<file path="src/rtl/riscv_pkg.sv">
// Shared constants and types for the RISC-V fetch front end.
package riscv_pkg;

    localparam int unsigned XLEN = 32;
    localparam int unsigned ILEN = 32;

    // Canonical NOP: addi x0, x0, 0
    localparam logic [ILEN-1:0] NOP = 32'h0000_0013;

    // Clears the byte-offset bits of an address to make it word aligned
    localparam logic [XLEN-1:0] ALIGN_MASK = ~XLEN'(3);

    typedef enum logic [1:0] {
        IF_IDLE = 2'd0,
        IF_REQ  = 2'd1,
        IF_WAIT = 2'd2,
        IF_DROP = 2'd3
    } if_state_e;

endpackage

</file>
<file path="src/rtl/if_out_buf.sv">
// Single-entry fetch output buffer holding the PC/instruction handed to IF/ID.
module if_out_buf
    import riscv_pkg::*;
(
    input  logic            clk,
    input  logic            reset,
    input  logic            i_stall,
    input  logic            i_flush,
    input  logic            i_load,
    input  logic [XLEN-1:0] i_load_pc,
    input  logic [ILEN-1:0] i_load_instr,
    output logic [XLEN-1:0] o_pc,
    output logic [ILEN-1:0] o_instr,
    output logic            o_valid,
    output logic            o_free_c
);

    logic [XLEN-1:0] r_pc;
    logic [ILEN-1:0] r_instr;
    logic            r_valid;
    logic            w_consume;

    // Downstream takes the entry on every unstalled edge while it is valid
    assign w_consume = r_valid & ~i_stall;
    assign o_free_c  = ~r_valid | ~i_stall;

    // Flush beats load, load beats consume; otherwise hold
    always_ff @(posedge clk or posedge reset) begin
        if (reset) begin
            r_pc    <= '0;
            r_instr <= NOP;
            r_valid <= 1'b0;
        end else if (i_flush) begin
            r_instr <= NOP;
            r_valid <= 1'b0;
        end else if (i_load) begin
            r_pc    <= i_load_pc;
            r_instr <= i_load_instr;
            r_valid <= 1'b1;
        end else if (w_consume) begin
            r_instr <= NOP;
            r_valid <= 1'b0;
        end
    end

    assign o_pc    = r_pc;
    assign o_instr = r_instr;
    assign o_valid = r_valid;

endmodule

</file>
<file path="src/rtl/if_stage.sv">
// Instruction fetch stage: one outstanding imem request, redirect flush, output buffer.
module if_stage
    import riscv_pkg::*;
#(
    parameter logic [XLEN-1:0] RESET_PC = 32'h0000_0000
) (
    input  logic            clk,
    input  logic            reset,
    input  logic            stall_i,
    input  logic            redirect_i,
    input  logic [XLEN-1:0] redirect_pc_i,
    output logic            imem_req_o,
    output logic [XLEN-1:0] imem_addr_o,
    input  logic            imem_gnt_i,
    input  logic            imem_rvalid_i,
    input  logic [ILEN-1:0] imem_rdata_i,
    output logic [XLEN-1:0] pc_o,
    output logic [ILEN-1:0] instr_o,
    output logic            valid_o
);

    if_state_e       r_state;
    if_state_e       w_next_state;
    logic [XLEN-1:0] r_fetch_pc;
    logic [XLEN-1:0] r_req_pc;
    logic            w_buf_free;
    logic            w_req;
    logic            w_grant;
    logic            w_load;

    // State register
    always_ff @(posedge clk or posedge reset) begin
        if (reset) begin
            r_state <= IF_IDLE;
        end else begin
            r_state <= w_next_state;
        end
    end

    // Next-state: redirect wins; a response still in flight after a redirect is dropped
    always_comb begin
        w_next_state = r_state;
        case (r_state)
            IF_IDLE: w_next_state = IF_REQ;
            IF_REQ: begin
                if (redirect_i) begin
                    w_next_state = w_grant ? IF_DROP : IF_REQ;
                end else if (w_grant) begin
                    w_next_state = IF_WAIT;
                end
            end
            IF_WAIT: begin
                // A redirect coinciding with the response discards it here, nothing left to drop
                if (imem_rvalid_i) begin
                    w_next_state = IF_REQ;
                end else if (redirect_i) begin
                    w_next_state = IF_DROP;
                end
            end
            IF_DROP: begin
                if (imem_rvalid_i) begin
                    w_next_state = IF_REQ;
                end
            end
            default: w_next_state = IF_IDLE;
        endcase
    end

    // Outputs: request only when the buffer can accept the response
    always_comb begin
        w_req   = 1'b0;
        w_load  = 1'b0;
        case (r_state)
            IF_REQ:  w_req  = w_buf_free;
            IF_WAIT: w_load = imem_rvalid_i & ~redirect_i;
            default: ;
        endcase
        w_grant = w_req & imem_gnt_i;
    end

    // Fetch PC advances on grant; redirect overrides; granted address kept for the response
    always_ff @(posedge clk or posedge reset) begin
        if (reset) begin
            r_fetch_pc <= RESET_PC;
            r_req_pc   <= RESET_PC;
        end else begin
            if (w_grant) begin
                r_req_pc <= r_fetch_pc;
            end
            if (redirect_i) begin
                r_fetch_pc <= redirect_pc_i & ALIGN_MASK;
            end else if (w_grant) begin
                r_fetch_pc <= r_fetch_pc + XLEN'(4);
            end
        end
    end

    assign imem_req_o  = w_req;
    assign imem_addr_o = r_fetch_pc;

    if_out_buf u_out_buf (
        .clk          (clk),
        .reset        (reset),
        .i_stall      (stall_i),
        .i_flush      (redirect_i),
        .i_load       (w_load),
        .i_load_pc    (r_req_pc),
        .i_load_instr (imem_rdata_i),
        .o_pc         (pc_o),
        .o_instr      (instr_o),
        .o_valid      (valid_o),
        .o_free_c     (w_buf_free)
    );

endmodule
</file>
<file path="config.mk">
export PLATFORM = sky130hd
export DESIGN_NAME = if_stage
export DESIGN_NICKNAME = d
export VERILOG_FILES = /design/src/rtl/riscv_pkg.sv /design/src/rtl/if_out_buf.sv /design/src/rtl/if_stage.sv
export SDC_FILE = /design/constraint.sdc
export NUM_CORES = 1
export LEC_CHECK = 0
export CORE_AREA = 8 8 122 124
export DETAILED_ROUTE_END_ITERATION = 16
export DIE_AREA = 0 0 130 132
export GPL_ROUTABILITY_DRIVEN = 0
export GPL_TIMING_DRIVEN = 0
export PLACE_DENSITY = 0.75
export SYNTH_ARGS = -nofsm -noshare
export SYNTH_HDL_FRONTEND = slang
export SYNTH_SLANG_ARGS = --single-unit
</file>
<file path="constraint.sdc">
create_clock -name clk -period 4 [get_ports clk]
set_clock_uncertainty 0.15 [all_clocks]
set_input_delay 0.8 -clock clk [delete_from_list [all_inputs] [get_ports clk]]
set_output_delay 0.8 -clock clk [all_outputs]
set_load 0.01 [all_outputs]
</file>
# [After elaboration in Yosys (flattened, before gate mapping)]
# Index checks and enable logic that the tools add are counted.
[classes] n_addsub=1 n_eq_ne=6 muxes=17 n_bitwise=7 n_reduce_logical=5
[ops] cell="$mux 32" count=5
[ops] cell="$add 32x3->32 const B" count=1
[ops] cell="$mux 2" count=6
[ops] cell="$pmux 2 s4" count=1
[ops] cell="$ne 3x3->1 const B" count=2
[ops] cell="$mux 1" count=5
[ops] cell="$eq 2x2->1 const B" count=2
[ops] cell="$and 1x1->1" count=3
[ops] cell="$not 1->1" count=3
[ops] cell="$reduce_and 3->1" count=1
[ops] cell="$reduce_bool 3->1" count=1
[ops] cell="$eq 2x1->1 const B" count=1
[ops] cell="$logic_not 2->1" count=1
[ops] cell="$ne 2x2->1 const B" count=1
[ops] cell="$reduce_and 2->1" count=1
[ops] cell="$reduce_bool 2->1" count=1
[ops] cell="$or 1x1->1" count=1
[totals] regBits=131 input_bits=70 output_inout_bits=98 elab_cells=42

# [Logic depth before layout (Yosys ltp)]
# Gate-level depths: netlist of the first run.
[logic_depth] word_depth=7 depth_mapped=8 ltp_nobuf=7

# [Cells and area by module]
# Synthesis of the first run repeated with hierarchy kept, for this count alone.
[hier_totals] hier_cells=570 hier_area_um2=5933.2
[by_module_without_submodules] mod="if_stage" n_inst=1 cells_each=352 area_per_inst_um2=3111.7
[by_module_without_submodules] mod="if_out_buf" n_inst=1 cells_each=218 area_per_inst_um2=2821.5

# [Worst setup path after synthesis of the first run]
# Ideal clock, no wire load.
[synth_path] kind="input -> register" startpoint="input stall_i" endpoint="register r_state[1]" setup_ps=125 t_arrival_ps=1826 t_required_ps=3725 setup_slack_ps=1899 path_stages=5 cell_sequence="a21boi_2 > nand2_1 > a21oi_1 > a2bb2oi_1 > mux2_2"
[synth_between] elab_chain_cells=7 word_cells_on_any_way=9 cone_classes="eq/ne (1); mux (4); bitwise (3); reduce/logical (1)"
[synth_lines] element="start, declared" line_no="if_stage.sv:9" rtl="input logic stall_i,"
[synth_lines] element="$not 1->1 *" line_no="if_out_buf.sv:25" rtl="assign o_free_c = ~r_valid | ~i_stall;"
[synth_lines] element="$or 1x1->1 *" line_no="if_out_buf.sv:25"
[synth_lines] element="$mux 1 *" line_no="if_stage.sv:73" rtl="case (r_state)"
[synth_lines] element="$and 1x1->1 *" line_no="if_stage.sv:78" rtl="w_grant = w_req & imem_gnt_i;"
[synth_lines] element="$mux 2" line_no="if_stage.sv:47" rtl="w_next_state = w_grant ? IF_DROP : IF_REQ;"
[synth_lines] element="$mux 2" line_no="if_stage.sv:46" rtl="if (redirect_i) begin"
[synth_lines] element="$pmux 2 s4" line_no="if_stage.sv:43" rtl="case (r_state)"
[synth_lines] element="end signal, assigned" line_no="if_stage.sv:36" rtl="r_state <= w_next_state;"
[synth_lines] element="end, declared" line_no="if_stage.sv:22" rtl="if_state_e r_state;"
# Every way passes the cells marked *; elsewhere a longest branch is shown, timed or not.
# A chain may end at the register's enable or synchronous reset.

# [Worst setup path in the final report of the first run]
[layout_path] startpoint="input stall_i" endpoint="output imem_req_o"
[layout_between] elab_chain_cells=3
[layout_lines] element="$not 1->1" line_no="if_out_buf.sv:25"
[layout_lines] element="$or 1x1->1" line_no="if_out_buf.sv:25"
[layout_lines] element="$mux 1" line_no="if_stage.sv:73"
[layout_lines] element="end, declared" line_no="if_stage.sv:12" rtl="output logic imem_req_o,"
# Every way passes these cells.

==> results_tabular.tex, run 1 <==
\begin{tabular}{lr}
\hline
Metric & Value \\
\hline
\multicolumn{2}{l}{\textbf{Floorplan}} \\
\quad Standard cell core area & 13000 um2 \\
\quad Height of the die & between 100 and 150 um \\
\quad Horizontal die dimension & about 130 um \\
\quad Initial standard-cell utilization of the core & 0.408 \\
\quad Die area & about 17000 um2 \\
\quad Std-Cell Rows & 42 \\
\quad Number of I/O pins & 168 \\
\multicolumn{2}{l}{\textbf{STA}} \\
\quad Final Hold Vio Count & 0 \\
\quad Number of pins with negative max-slew slack in the final report & 0 \\
\quad Final worst path period share & 0.766 \\
\quad Unrepaired setup endpoints after global routing & no \\
\quad Actual transition at the worst max-transition pin & around 0.9 ns \\
\quad Worst relative slew slack & 0.385 \\
\quad Final count of negative-setup-slack endpoints & 0 \\
\quad Fmax & around 330 MHz \\
\quad Clock period minus final worst setup slack & 3.06 ns \\
\quad Final total negative setup slack & 0 ns \\
\quad Worst-case setup margin in the final layout & 0.938 ns \\
\multicolumn{2}{l}{\textbf{Global routing}} \\
\quad GR Overflow Total & 0 \\
\quad Largest net degree at the start of global routing & 44 \\
\quad Via count of the first global-routing pass & 4452 \\
\quad GRT Util Overall & 0.183 \\
\quad Antenna violations before repair & 1 \\
\quad Wire length of the first global-routing pass & approximately 24000 um \\
\multicolumn{2}{l}{\textbf{Logic synthesis}} \\
\quad Cell with the most instances after synthesis & sky130\_fd\_sc\_hd\_\_nand2\_1 \\
\quad Commonest cells post-synth & 134 x sky130\_fd\_sc\_hd\_\_nand2\_1, 122 x sky130\_fd\_sc\_hd\_\_dfrtp\_1, 30 x sky130\_fd\_sc\_hd\_\_mux2\_2 \\
\quad Yosys warns & 0 \\
\quad Area leader, netlist & sky130\_fd\_sc\_hd\_\_dfrtp\_1 \\
\quad Fraction of synthesis flops using an asynchronous set or reset pin & 1.00 \\
\quad Sequential fraction of the synthesis area & 0.591 \\
\quad Cell area after technology mapping & about 5300 um2 \\
\quad Main flop type after synthesis & sky130\_fd\_sc\_hd\_\_dfrtp\_1 \\
\quad Unique cell type count in the Yosys netlist & 39 \\
\quad Synth top area cells & sky130\_fd\_sc\_hd\_\_dfrtp\_1 58\%, sky130\_fd\_sc\_hd\_\_nand2\_1 9.5\%, sky130\_fd\_sc\_hd\_\_mux2\_2 6.4\% \\
\quad Avg Inst Size Synth & roughly 11 um2 \\
\quad Area share of the leading cell type in the synthesized netlist & 0.576 \\
\quad Number of storage elements in the synthesis netlist & about 130 \\
\quad Number of enable flip-flop cells after synthesis & 0 \\
\quad Number of instances in the synthesized netlist & 486 \\
\multicolumn{2}{l}{\textbf{Layout}} \\
\quad Layout area overhead & 46.9\% \\
\quad Diodes inserted & 0 \\
\quad Layout fillers & 1087 \\
\quad Finished Cell Area & between 7000 and 8000 um2 \\
\quad Share of layout cells above drive strength 1 & 0.124 \\
\quad Area of the multi-input gates & between 2000 and 2500 um2 \\
\quad Count of placed standard cells in the final layout, fillers left out & between 800 and 900 \\
\quad Number of nets in the layout & around 750 \\
\quad Combined flip-flop and latch cell area & about 3100 um2 \\
\multicolumn{2}{l}{\textbf{Clocking}} \\
\quad Worst-path clk slew & approximately 0.050 ns \\
\quad Hold-fix buffers, CTS & 0 \\
\quad Clock buffers created by TritonCTS & 17 \\
\quad Clock tree from TritonCTS & built \\
\quad Clock tree root buffer cell & sky130\_fd\_sc\_hd\_\_clkbuf\_16 \\
\quad Maximum clock insertion buffer count & 2 \\
\quad Setup fix buffers added after clock tree synthesis & 0 \\
\quad Maximum level of the CTS H-tree & 4 \\
\quad Sinks on Clock Net & roughly 130 \\
\quad Worst-Skew Late Latency & 0.42 ns \\
\quad Post-CTS Resized & 0 \\
\multicolumn{2}{l}{\textbf{Place}} \\
\quad Placed cells & between 800 and 900 \\
\quad DP Worst Slack & about 0.93 ns \\
\quad Number of I/O port buffers & between 150 and 200 \\
\quad Placed cell area & a little over 7000 um2 \\
\quad Dpl hpwl & roughly 12000 um \\
\multicolumn{2}{l}{\textbf{Outcome}} \\
\quad Result of the run & finished, final reports clean \\
\multicolumn{2}{l}{\textbf{Critical path}} \\
\quad Data arrival time of the critical path & about 2.1 ns \\
\quad Logic depth of the worst register-to-register path & 8 \\
\quad Startpoint of the worst-slack reg-to-reg timing path & r\_state[0] \\
\quad Type of the setup path with the least slack & in2out \\
\quad Crit path capture type & output pin \\
\quad Critical Path Start Type & input pin \\
\quad Maximum fanout encountered on the critical timing path & 4 \\
\quad Required time of the worst setup path & roughly 3.1 ns \\
\quad Internal reg-to-reg setup slack & 1.59 ns \\
\quad Reg-to-reg critical path endpoint & u\_out\_buf.o\_pc[9] \\
\multicolumn{2}{l}{\textbf{Min path}} \\
\quad Hold path cells & 2 \\
\quad Hold WC Path Type & reg2reg \\
\quad Startpoint of the lowest-slack hold path & r\_req\_pc[30] \\
\quad Worst hold path endpoint & u\_out\_buf.o\_pc[30] \\
\multicolumn{2}{l}{\textbf{Job}} \\
\quad Max-cap check violation count & 0 \\
\multicolumn{2}{l}{\textbf{Route}} \\
\quad Post-detailed-routing wire length & about 15000 um \\
\quad Routed len/inst & approximately 18 um \\
\quad Via total after detailed routing & 4339 \\
\quad Number of optimization iterations in the first detailed-route pass & 4 \\
\quad Via-per-instance ratio & 5.05 \\
\quad Post-detailed-route DRC marker count & 0 \\
\quad Number of nets still failing antenna checks after routing & 0 \\
\quad DRT iter0 DRCs & roughly 210 \\
\multicolumn{2}{l}{\textbf{Power}} \\
\quad Post-route total power & roughly 0.0046 W \\
\quad Peak VDD IR & about 360 uV \\
\quad Pleak & about 3.4 nW \\
\quad Cell Pwr Density & approximately 590 nW/um2 \\
\hline
\end{tabular}
area by class of cell:
type / count / area share
repair buffers: 163 / 0.212
well taps: 176 / 0.0283
multi-input cells: 327 / 0.258
clock buffers: 21 / 0.0591
clock inverters: 11 / 0.0181
inverters: 8 / 0.00434
flip-flops and latches: 125 / 0.402
plain buffers: 29 / 0.0185
worst max path at each step:
stage	from	end	slack (ns)	cells past startpoint
floorplan	reset	imem_addr_o[10]	1.51	1
CTS	stall_i	imem_req_o	0.93	3
finish	stall_i	imem_req_o	0.94	3
global placement	reset	u_out_buf.o_pc[24]	0.44	2
detailed placement	stall_i	imem_req_o	0.93	3
global route	stall_i	imem_req_o	0.88	3
registers in the layout, summed over array words and instances (netlist names):
name               count
u_out_buf.o_instr     32
imem_addr_o           30
r_req_pc              30
u_out_buf.o_pc        30
r_state                2
u_out_buf.o_valid      1
critical path: stages:
cell and delay (ns):
sky130_fd_sc_hd__clkdlybuf4s50_1 0.46, sky130_fd_sc_hd__a21boi_2 0.24, sky130_fd_sc_hd__clkdlybuf4s50_1 0.61
per-stage QoR:
stage / utilization / hold slack, ns
after floorplan: - / 0.283
after global placement: 0.551 / 0.295
after detailed placement: 0.554 / 0.296
after CTS: 0.600 / 0.313
after global routing: 0.600 / 0.336
final: 0.600 / 0.312
cells by family after synthesis:
logic type / Yosys count / share of synthesized area
AOI/OAI and AO/OA: 73 / 0.0946
xor gates and xnor gates: 28 / 0.0463
adders and majority gates: 4 / 0.00944
buffers and inverters: 37 / 0.0328
DFF: 125 / 0.591
muxes: 32 / 0.0675
other: 1 / 0.000707
and+or+nand+nor: 186 / 0.158
cell usage in the layout (no fill, tap or decap), drive strengths merged, types with 4 or more instances in the layout:
| cell | netlist | routed |
|---|---|---|
| clkinvlp | 0 | 4 |
| clkdlybuf4s50 | 0 | 161 |
| inv | 8 | 7 |
| a21oi | 5 | 5 |
| mux2 | 30 | 30 |
| clkbuf | 14 | 35 |
| a22o | 29 | 29 |
| nand3 | 18 | 18 |
| nor3 | 5 | 5 |
| buf | 15 | 17 |
| nand2 | 134 | 134 |
| clkinv | 0 | 5 |
| o21ai | 31 | 31 |
| dfrtp | 122 | 122 |
| nand4 | 13 | 13 |
| xnor2 | 6 | 6 |
| nor2 | 7 | 7 |
| ha | 4 | 4 |
| xor2 | 22 | 22 |
| conb | 1 | 4 |
routing by layer:
| metal | up-vias | global-route usage | wire, um |
|---|---|---|---|
| met3 | 14 | 0.0607 | 1400 |
| met5 | - | 0 | 9 |
| met4 | 2 | 0.0633 | 178 |
| met2 | 162 | 0.290 | 7320 |
| li1 | 2020 | - | - |
| met1 | 2141 | 0.227 | 6420 |
power by group:
group	internal, W	leakage, nW	switching (W)	total, W
sequential	0.00162	1.59	0.000224	0.00184
clock	0.00101	0.289	0.000539	0.00155
combinational	0.000693	1.56	0.000541	0.00123
total	0.00332	3.44	0.00130	0.00462
Power figures use the tool's default switching activity.
==> run 2, diff against run 1 <==
- CORE_AREA: 8 8 122 124 -> 8 8 117 119
- DIE_AREA: 0 0 130 132 -> 0 0 125 127
- PLACE_DENSITY: 0.75 -> 0.78
- clock period: 4 -> 3.05 ns (I/O delays scaled with it)
==> run 2 against run 1 <==
Setup slack lost 0.62 ns. Sequential share of layout area about the same. Via count shrank 1.4%. Combinational power grew 33%. Critical path depth grew 1. Register-to-register slack got worse by 0.95 ns. Sequential cell count did not move. Cell area shrank 0.11%. Die area down 7.5%. Non-clock buffer count increased by 1.
==> results_tabular.tex, run 2 (same netlist as run 1, synthesis figures left out) <==
\begin{tabular}{lr}
\hline
Metric & Value \\
\hline
\multicolumn{2}{l}{\textbf{Outcome}} \\
\quad Result of the run & finished, final reports clean \\
\multicolumn{2}{l}{\textbf{Layout}} \\
\quad Share of layout cells above drive strength 1 & 0.123 (-0.00128) \\
\quad Max FFs per register & 32 (unchanged) \\
\quad Combined flip-flop and latch cell area & 3130 um2 (unchanged) \\
\quad Most common cell after layout, fill and taps aside & sky130\_fd\_sc\_hd\_\_clkdlybuf4s50\_1 \\
\quad Layout fillers & 923 (-15\%) \\
\quad Number of nets in the layout & 746 (+0.13\%) \\
\quad Top library cells by usage in the layout, fill and taps aside & 161 x sky130\_fd\_sc\_hd\_\_clkdlybuf4s50\_1, 134 x sky130\_fd\_sc\_hd\_\_nand2\_1, 122 x sky130\_fd\_sc\_hd\_\_dfrtp\_1 \\
\quad Area of the multi-input gates & 2010 um2 (unchanged) \\
\quad Layout area overhead & 46.8\% \\
\quad Diodes inserted & 0 (unchanged) \\
\multicolumn{2}{l}{\textbf{Floorplan}} \\
\quad Die area & 15900 um2 (-7.5\%) \\
\quad Standard cell core area & 11800 um2 (-9.0\%) \\
\quad Horizontal die dimension & 125 um (-3.8\%) \\
\quad Number of I/O pins & 168 (unchanged) \\
\quad Height of the die & 127 um (-3.8\%) \\
\quad Std-Cell Rows & 40 (-4.8\%) \\
\quad Initial standard-cell utilization of the core & 0.449 (+0.0404) \\
\multicolumn{2}{l}{\textbf{Clocking}} \\
\quad Worst-path clk slew & 0.05 ns (about the same) \\
\quad Sinks on Clock Net & 125 (unchanged) \\
\quad Setup fix buffers added after clock tree synthesis & 0 (unchanged) \\
\quad Clock buffers created by TritonCTS & 17 (unchanged) \\
\quad Clock tree root buffer cell & sky130\_fd\_sc\_hd\_\_clkbuf\_16 \\
\quad Post-CTS Resized & 0 (unchanged) \\
\quad Hold-fix buffers, CTS & 0 (unchanged) \\
\quad Maximum level of the CTS H-tree & 4 (unchanged) \\
\quad Worst-Skew Late Latency & 0.41 ns (about the same) \\
\quad Maximum clock insertion buffer count & 2 (unchanged) \\
\quad Clock tree from TritonCTS & built \\
\multicolumn{2}{l}{\textbf{Critical path}} \\
\quad Data arrival time of the critical path & 1.97 ns (-0.14 ns) \\
\quad Logic depth of the worst register-to-register path & 8 (unchanged) \\
\quad Internal reg-to-reg setup slack & 0.64 ns (-0.95 ns) \\
\quad Critical Path Start Type & flop \\
\quad Maximum fanout encountered on the critical timing path & 5 (+1) \\
\quad Type of the setup path with the least slack & reg2out \\
\quad Crit path capture type & output pin \\
\quad Required time of the worst setup path & 2.29 ns (-0.76 ns) \\
\quad Startpoint of the worst-slack reg-to-reg timing path & r\_state[0] \\
\quad Reg-to-reg critical path endpoint & u\_out\_buf.o\_pc[9] \\
\multicolumn{2}{l}{\textbf{Route}} \\
\quad DRT iter0 DRCs & 262 (+23\%) \\
\quad Number of optimization iterations in the first detailed-route pass & 4 (unchanged) \\
\quad Routed len/inst & 18.2 um (+2.3\%) \\
\quad Via total after detailed routing & 4280 (-1.4\%) \\
\quad Number of nets still failing antenna checks after routing & 0 (unchanged) \\
\quad Post-detailed-route DRC marker count & 0 (unchanged) \\
\quad Post-detailed-routing wire length & 15100 um (-1.3\%) \\
\quad Via-per-instance ratio & 5.16 (+2.2\%) \\
\multicolumn{2}{l}{\textbf{STA}} \\
\quad Fmax & around 370 MHz \\
\quad Clock period minus final worst setup slack & about 2.7 ns \\
\quad Number of pins with negative max-slew slack in the final report & 0 (unchanged) \\
\quad Actual transition at the worst max-transition pin & 0.611 ns (-0.310 ns) \\
\quad Final Hold Vio Count & 0 (unchanged) \\
\quad Final total negative setup slack & 0 ns (unchanged) \\
\quad Final worst path period share & 0.895 \\
\quad Final count of negative-setup-slack endpoints & 0 (unchanged) \\
\quad Worst relative slew slack & 0.592 (+0.207) \\
\quad Worst hold slack across all endpoints & 0.310 ns (-0.00254 ns) \\
\quad Unrepaired setup endpoints after global routing & no \\
\multicolumn{2}{l}{\textbf{Power}} \\
\quad Cell Pwr Density & 785 nW/um2 (+32\%) \\
\quad Pleak & 3.46 nW (+0.54\%) \\
\quad Peak VDD IR & 345 uV (-4.2\%) \\
\quad Post-route total power & 0.00611 W (+32\%) \\
\multicolumn{2}{l}{\textbf{Min path}} \\
\quad Hold path cells & 2 (unchanged) \\
\quad Worst hold path endpoint & u\_out\_buf.o\_pc[30] \\
\quad Hold WC Path Type & reg2reg \\
\quad Startpoint of the lowest-slack hold path & r\_req\_pc[30] \\
\multicolumn{2}{l}{\textbf{Global routing}} \\
\quad GR Overflow Total & 0 (unchanged) \\
\quad Via count of the first global-routing pass & 4454 (+0.045\%) \\
\quad GRT Util Overall & 0.194 (+0.0119) \\
\quad Largest net degree at the start of global routing & 42 (-4.5\%) \\
\quad Wire length of the first global-routing pass & 24500 um (+1.7\%) \\
\quad Antenna violations before repair & 0 (-1) \\
\multicolumn{2}{l}{\textbf{Place}} \\
\quad Number of I/O port buffers & 161 (unchanged) \\
\quad Dpl hpwl & 11300 um (-2.3\%) \\
\multicolumn{2}{l}{\textbf{Job}} \\
\quad Max-cap check violation count & 0 (unchanged) \\
\hline
\end{tabular}
run 2: how the worst max path moves through the flow:
stage                                    end  slack [ns]  depth (start not counted)     startpoint
after floorplan              imem_addr_o[10]        0.75                          1          reset
after detailed placement   u_out_buf.o_pc[2]        0.27                          7  imem_rvalid_i
after CTS                         imem_req_o        0.29                          4     r_state[1]
after global placement    u_out_buf.o_pc[14]       -0.31                          2          reset
after global routing              imem_req_o        0.22                          4     r_state[1]
final                             imem_req_o        0.32                          4     r_state[1]
run 2: power breakdown:
| part | leakage (nW) | switching (W) | internal (W) | total (W) |
|---|---|---|---|---|
| Combinational | 1.57 | 0.000720 | 0.000914 | 0.00163 |
| Clock | 0.298 | 0.000680 | 0.00138 | 0.00206 |
| Sequential | 1.59 | 0.000292 | 0.00212 | 0.00241 |
| Total | 3.46 | 0.00169 | 0.00442 | 0.00611 |
run 2: cell type report:
cell class                 count  area share
inverter                       8     0.00434
clock inverter                 6      0.0138
clock buffer                  24      0.0645
multi-input combinational    327       0.258
tap                          147      0.0236
timing repair buffer         164       0.215
sequential                   125       0.402
buffer                        29      0.0185
run 2: layer usage:
| layer | track usage | vias up | share of wire |
|---|---|---|---|
| met4 | 0.0523 | 0 | 0.012 |
| met3 | 0.0682 | 23 | 0.071 |
| met5 | 0 | - | 0 |
| met2 | 0.310 | 155 | 0.46 |
| li1 | - | 2017 | - |
| met1 | 0.247 | 2085 | 0.45 |
run 2: critical path, cell delays in order, from the launching register on:
cell and delay, ns:
sky130_fd_sc_hd__dfrtp_1 0.41, sky130_fd_sc_hd__inv_1 0.07, sky130_fd_sc_hd__ha_1 0.21, sky130_fd_sc_hd__a21boi_2 0.27, sky130_fd_sc_hd__clkdlybuf4s50_1 0.61
run 2: stage by stage:
stage,util,std cells,instance area (um2),worst slack (ns)
finish,0.659,830,7780,0.322
global route,0.659,830,7780,0.225
CTS,0.659,830,7780,0.292
detailed placement,0.607,800,7170,0.271
global placement,0.602,797,7110,-0.309
floorplan,-,489,5320,0.753
==> run 3, diff against run 2 <==
- ABC_AREA: default -> 1
- CORE_AREA: 8 8 117 119 -> 8 8 126 128
- DIE_AREA: 0 0 125 127 -> 0 0 134 136
- PLACE_DENSITY: 0.78 -> 0.75
- SKIP_CTS_REPAIR_TIMING: default -> 1
- clock period: 3.05 -> 2.4 ns (I/O delays scaled with it)
==> run 3 against run 2 <==
Final cell count is 29% higher. Routed wire length is 13% higher. Area after synthesis is 9.3% higher. Sequential power is 29% higher. Global-route usage is 0.30 points lower. Non-clock buffer count is 2 higher. Register-to-register slack worse by 0.26 ns. Critical path type unchanged.
==> results_tabular.tex, run 3 <==
\begin{tabular}{lr}
\hline
Metric & Value \\
\hline
\multicolumn{2}{l}{\textbf{Outcome}} \\
\quad Result of the run & finished, final reports clean \\
\multicolumn{2}{l}{\textbf{Floorplan}} \\
\quad Number of I/O pins & 168 (unchanged) \\
\quad Height of the die & 136 um (+7.1\%) \\
\quad Die area & 18200 um2 (+15\%) \\
\quad Initial standard-cell utilization of the core & 0.413 (-0.0359) \\
\quad Standard cell core area & 14000 um2 (+19\%) \\
\quad Horizontal die dimension & 134 um (+7.2\%) \\
\quad Std-Cell Rows & 44 (+10\%) \\
\multicolumn{2}{l}{\textbf{Layout}} \\
\quad Most common cell after layout, fill and taps aside & sky130\_fd\_sc\_hd\_\_nand2\_1 \\
\quad Count of placed standard cells in the final layout, fillers left out & 1072 (+29\%) \\
\quad Combined flip-flop and latch cell area & 3130 um2 (unchanged) \\
\quad Area of the multi-input gates & 2260 um2 (+13\%) \\
\quad Layout fillers & 1189 (+29\%) \\
\quad Max FFs per register & 32 (unchanged) \\
\quad Layout area overhead & 43.6\% \\
\quad Utilization after layout & 0.593 (-0.0658) \\
\quad Share of layout cells above drive strength 1 & 0.0867 (-0.0363) \\
\quad Top library cells by usage in the layout, fill and taps aside & 249 x sky130\_fd\_sc\_hd\_\_nand2\_1, 160 x sky130\_fd\_sc\_hd\_\_clkdlybuf4s50\_1, 122 x sky130\_fd\_sc\_hd\_\_dfrtp\_1 \\
\quad Diodes inserted & 0 (unchanged) \\
\quad Number of nets in the layout & 949 (+27\%) \\
\multicolumn{2}{l}{\textbf{Global routing}} \\
\quad GR Overflow Total & 0 (unchanged) \\
\quad Wire length of the first global-routing pass & 27400 um (+12\%) \\
\quad Antenna violations before repair & 0 (unchanged) \\
\quad Grt met1 use & 0.250 (+0.00282) \\
\quad Routing usage on met3 & 0.0547 (-0.0135) \\
\quad GRT Util Overall & 0.191 (-0.00299) \\
\quad Global routing usage on met2 & 0.301 (-0.00957) \\
\quad Layer with the highest usage after global routing & met2 \\
\quad Largest net degree at the start of global routing & 37 (-12\%) \\
\quad Via count of the first global-routing pass & 5075 (+14\%) \\
\multicolumn{2}{l}{\textbf{Min path}} \\
\quad Hold WC Path Type & in2async \\
\multicolumn{2}{l}{\textbf{Clocking}} \\
\quad Clock buffers created by TritonCTS & 17 (unchanged) \\
\quad Clock tree from TritonCTS & built \\
\quad Sinks on Clock Net & 125 (unchanged) \\
\quad Maximum level of the CTS H-tree & 4 (unchanged) \\
\quad Worst-path clk slew & 0.05 ns (about the same) \\
\quad Clock tree root buffer cell & sky130\_fd\_sc\_hd\_\_clkbuf\_16 \\
\quad Worst-Skew Late Latency & 0.41 ns (about the same) \\
\quad Maximum clock insertion buffer count & 2 (unchanged) \\
\multicolumn{2}{l}{\textbf{Power}} \\
\quad Cell Pwr Density & 972 nW/um2 (+24\%) \\
\quad Share of total power in sequential cells & 0.386 (-0.009) \\
\quad Switching part of the total & 0.323 (+0.0460) \\
\quad Clk network pwr share & 0.323 (-0.015) \\
\quad Pleak & 3.95 nW (+14\%) \\
\quad Peak VDD IR & 565 uV (+64\%) \\
\quad Post-route total power & 0.00809 W (+32\%) \\
\quad Internal power & 0.00548 W (+24\%) \\
\quad Net switching component of the power & 0.00261 W (+54\%) \\
\quad Part of the total power dissipated in combinational logic & 0.291 (+0.023) \\
\multicolumn{2}{l}{\textbf{Critical path}} \\
\quad Largest delay share family, worst path & buffers and inverters \\
\quad Maximum single-stage delay on the critical path & 0.58 ns (-0.03 ns) \\
\quad Logic depth of the worst register-to-register path & 8 (unchanged) \\
\quad Master of the slowest instance on the critical path & sky130\_fd\_sc\_hd\_\_clkdlybuf4s50\_1 \\
\quad Maximum fanout encountered on the critical timing path & 2 (-3) \\
\quad Cell-by-cell listing of the critical path & clkdlybuf4s50\_1 \\
\quad Crit path depth & 1 (-3) \\
\quad Worst setup path end & instr\_o[4] \\
\quad Crit path launch & u\_out\_buf.o\_instr[4] \\
\quad Combined buffer and inverter count along the critical path & 1 (-1) \\
\quad Crit path capture type & output pin \\
\quad Type of the setup path with the least slack & reg2out \\
\quad Startpoint of the worst-slack reg-to-reg timing path & r\_state[1] \\
\quad Critical Path Start Type & flop \\
\quad Required time of the worst setup path & 1.77 ns (-0.52 ns) \\
\quad Data arrival time of the critical path & 1.50 ns (-0.47 ns) \\
\quad Reg-to-reg critical path endpoint & imem\_addr\_o[18] \\
\quad Internal reg-to-reg setup slack & 0.38 ns (-0.26 ns) \\
\multicolumn{2}{l}{\textbf{STA}} \\
\quad Final count of negative-setup-slack endpoints & 0 (unchanged) \\
\quad Unrepaired setup endpoints after global routing & no \\
\quad Final worst path period share & 0.888 \\
\quad Fmax & $\sim$470 MHz \\
\quad Number of pins with negative max-slew slack in the final report & 0 (unchanged) \\
\quad Clock period minus final worst setup slack & 2.13 ns \\
\quad Worst relative slew slack & 0.648 (+0.0559) \\
\quad Final Hold Vio Count & 0 (unchanged) \\
\quad Worst hold slack across all endpoints & 0.319 ns (+0.00967 ns) \\
\quad Actual transition at the worst max-transition pin & 0.527 ns (-0.0836 ns) \\
\multicolumn{2}{l}{\textbf{Job}} \\
\quad Max-cap check violation count & 0 (unchanged) \\
\multicolumn{2}{l}{\textbf{Logic synthesis}} \\
\quad Unique cell type count in the Yosys netlist & 30 (-23\%) \\
\quad Avg Inst Size Synth & 8.41 um2 (-23\%) \\
\quad Number of storage elements in the synthesis netlist & 125 (unchanged) \\
\quad Main flop type after synthesis & sky130\_fd\_sc\_hd\_\_dfrtp\_1 \\
\quad Cell with the most instances after synthesis & sky130\_fd\_sc\_hd\_\_nand2\_1 \\
\quad Area leader, netlist & sky130\_fd\_sc\_hd\_\_dfrtp\_1 \\
\quad Cell area after technology mapping & 5800 um2 (+9.3\%) \\
\quad Sequential fraction of the synthesis area & 0.540 (-0.0505) \\
\quad Number of enable flip-flop cells after synthesis & 0 (unchanged) \\
\quad Yosys warns & 0 (unchanged) \\
\quad Fraction of synthesis flops using an asynchronous set or reset pin & 1.00 (unchanged) \\
\quad Commonest cells post-synth & 249 x sky130\_fd\_sc\_hd\_\_nand2\_1, 122 x sky130\_fd\_sc\_hd\_\_dfrtp\_1, 65 x sky130\_fd\_sc\_hd\_\_inv\_1 \\
\quad Number of instances in the synthesized netlist & 689 (+42\%) \\
\quad Area share of the leading cell type in the synthesized netlist & 0.527 (-0.0492) \\
\quad Synth top area cells & sky130\_fd\_sc\_hd\_\_dfrtp\_1 53\%, sky130\_fd\_sc\_hd\_\_nand2\_1 16\%, sky130\_fd\_sc\_hd\_\_o21ai\_0 5.0\% \\
\multicolumn{2}{l}{\textbf{Route}} \\
\quad Number of optimization iterations in the first detailed-route pass & 5 (+1) \\
\quad Via total after detailed routing & 5191 (+21\%) \\
\quad DRT iter0 DRCs & 351 (+34\%) \\
\quad Post-detailed-route DRC marker count & 0 (unchanged) \\
\quad Routed len/inst & 15.9 um (-13\%) \\
\quad Post-detailed-routing wire length & 17100 um (+13\%) \\
\quad Via-per-instance ratio & 4.84 (-6.1\%) \\
\quad Number of nets still failing antenna checks after routing & 0 (unchanged) \\
\multicolumn{2}{l}{\textbf{Place}} \\
\quad Placed cells & 1040 (+30\%) \\
\quad Dpl hpwl & 13000 um (+15\%) \\
\quad Number of I/O port buffers & 161 (unchanged) \\
\hline
\end{tabular}
run 3: power groups by stage:
stage               sequential [W]  combinational [W]  clock (W)
finish                     0.00312            0.00236    0.00262
global route               0.00320            0.00262    0.00274
CTS                        0.00312            0.00239    0.00265
detailed placement         0.00314            0.00236          0
global placement           0.00313            0.00231          0
floorplan                  0.00321            0.00102          0
run 3: cells by family after synthesis:
| logic type | count (synthesis) | synth area share |
|---|---|---|
| AOI/OAI and AO/OA | 107 | 0.116 |
| xor gates and xnor gates | 9 | 0.0136 |
| adders and majority gates | 4 | 0.00863 |
| buffers and inverters | 99 | 0.0721 |
| DFF | 125 | 0.540 |
| other | 1 | 0.000647 |
| and+or+nand+nor | 344 | 0.249 |
run 3: how the worst min path moves through the flow:
stage,from,to,slack [ns],depth (start not counted)
final,reset,u_out_buf.o_instr[22],0.32,2
after detailed placement,r_req_pc[17],u_out_buf.o_pc[17],0.31,2
after CTS,reset,u_out_buf.o_instr[6],0.32,2
after global placement,r_req_pc[30],u_out_buf.o_pc[30],0.30,2
after global routing,r_req_pc[3],u_out_buf.o_pc[3],0.34,2
after floorplan,r_req_pc[10],u_out_buf.o_pc[10],0.29,2
run 3: cell type report:
class / count / area share
buffer: 31 / 0.0195
sequential: 125 / 0.376
tap: 184 / 0.0277
clock inverter: 14 / 0.0203
timing repair buffer: 164 / 0.201
clock buffer: 18 / 0.0528
inverter: 68 / 0.0311
multi-input combinational: 468 / 0.271
run 3: layer usage:
| layer | part of all wire | vias to the layer above |
|---|---|---|
| met5 | 0 | - |
| met3 | 0.083 | 24 |
| met2 | 0.46 | 212 |
| met1 | 0.44 | 2394 |
| li1 | - | 2561 |
| met4 | 0.018 | 0 |
run 3: metrics by stage:
stage | TNS [ns] | worst slack [ns] | area (um2)
floorplan | 0 | 0.233 | 5810
global placement | -116.31 | -0.950 | 7650
detailed placement | 0 | 0.0590 | 7710
CTS | -0.0766 | -0.0766 | 8320
global route | 0 | 0.178 | 8320
finish | 0 | 0.269 | 8320
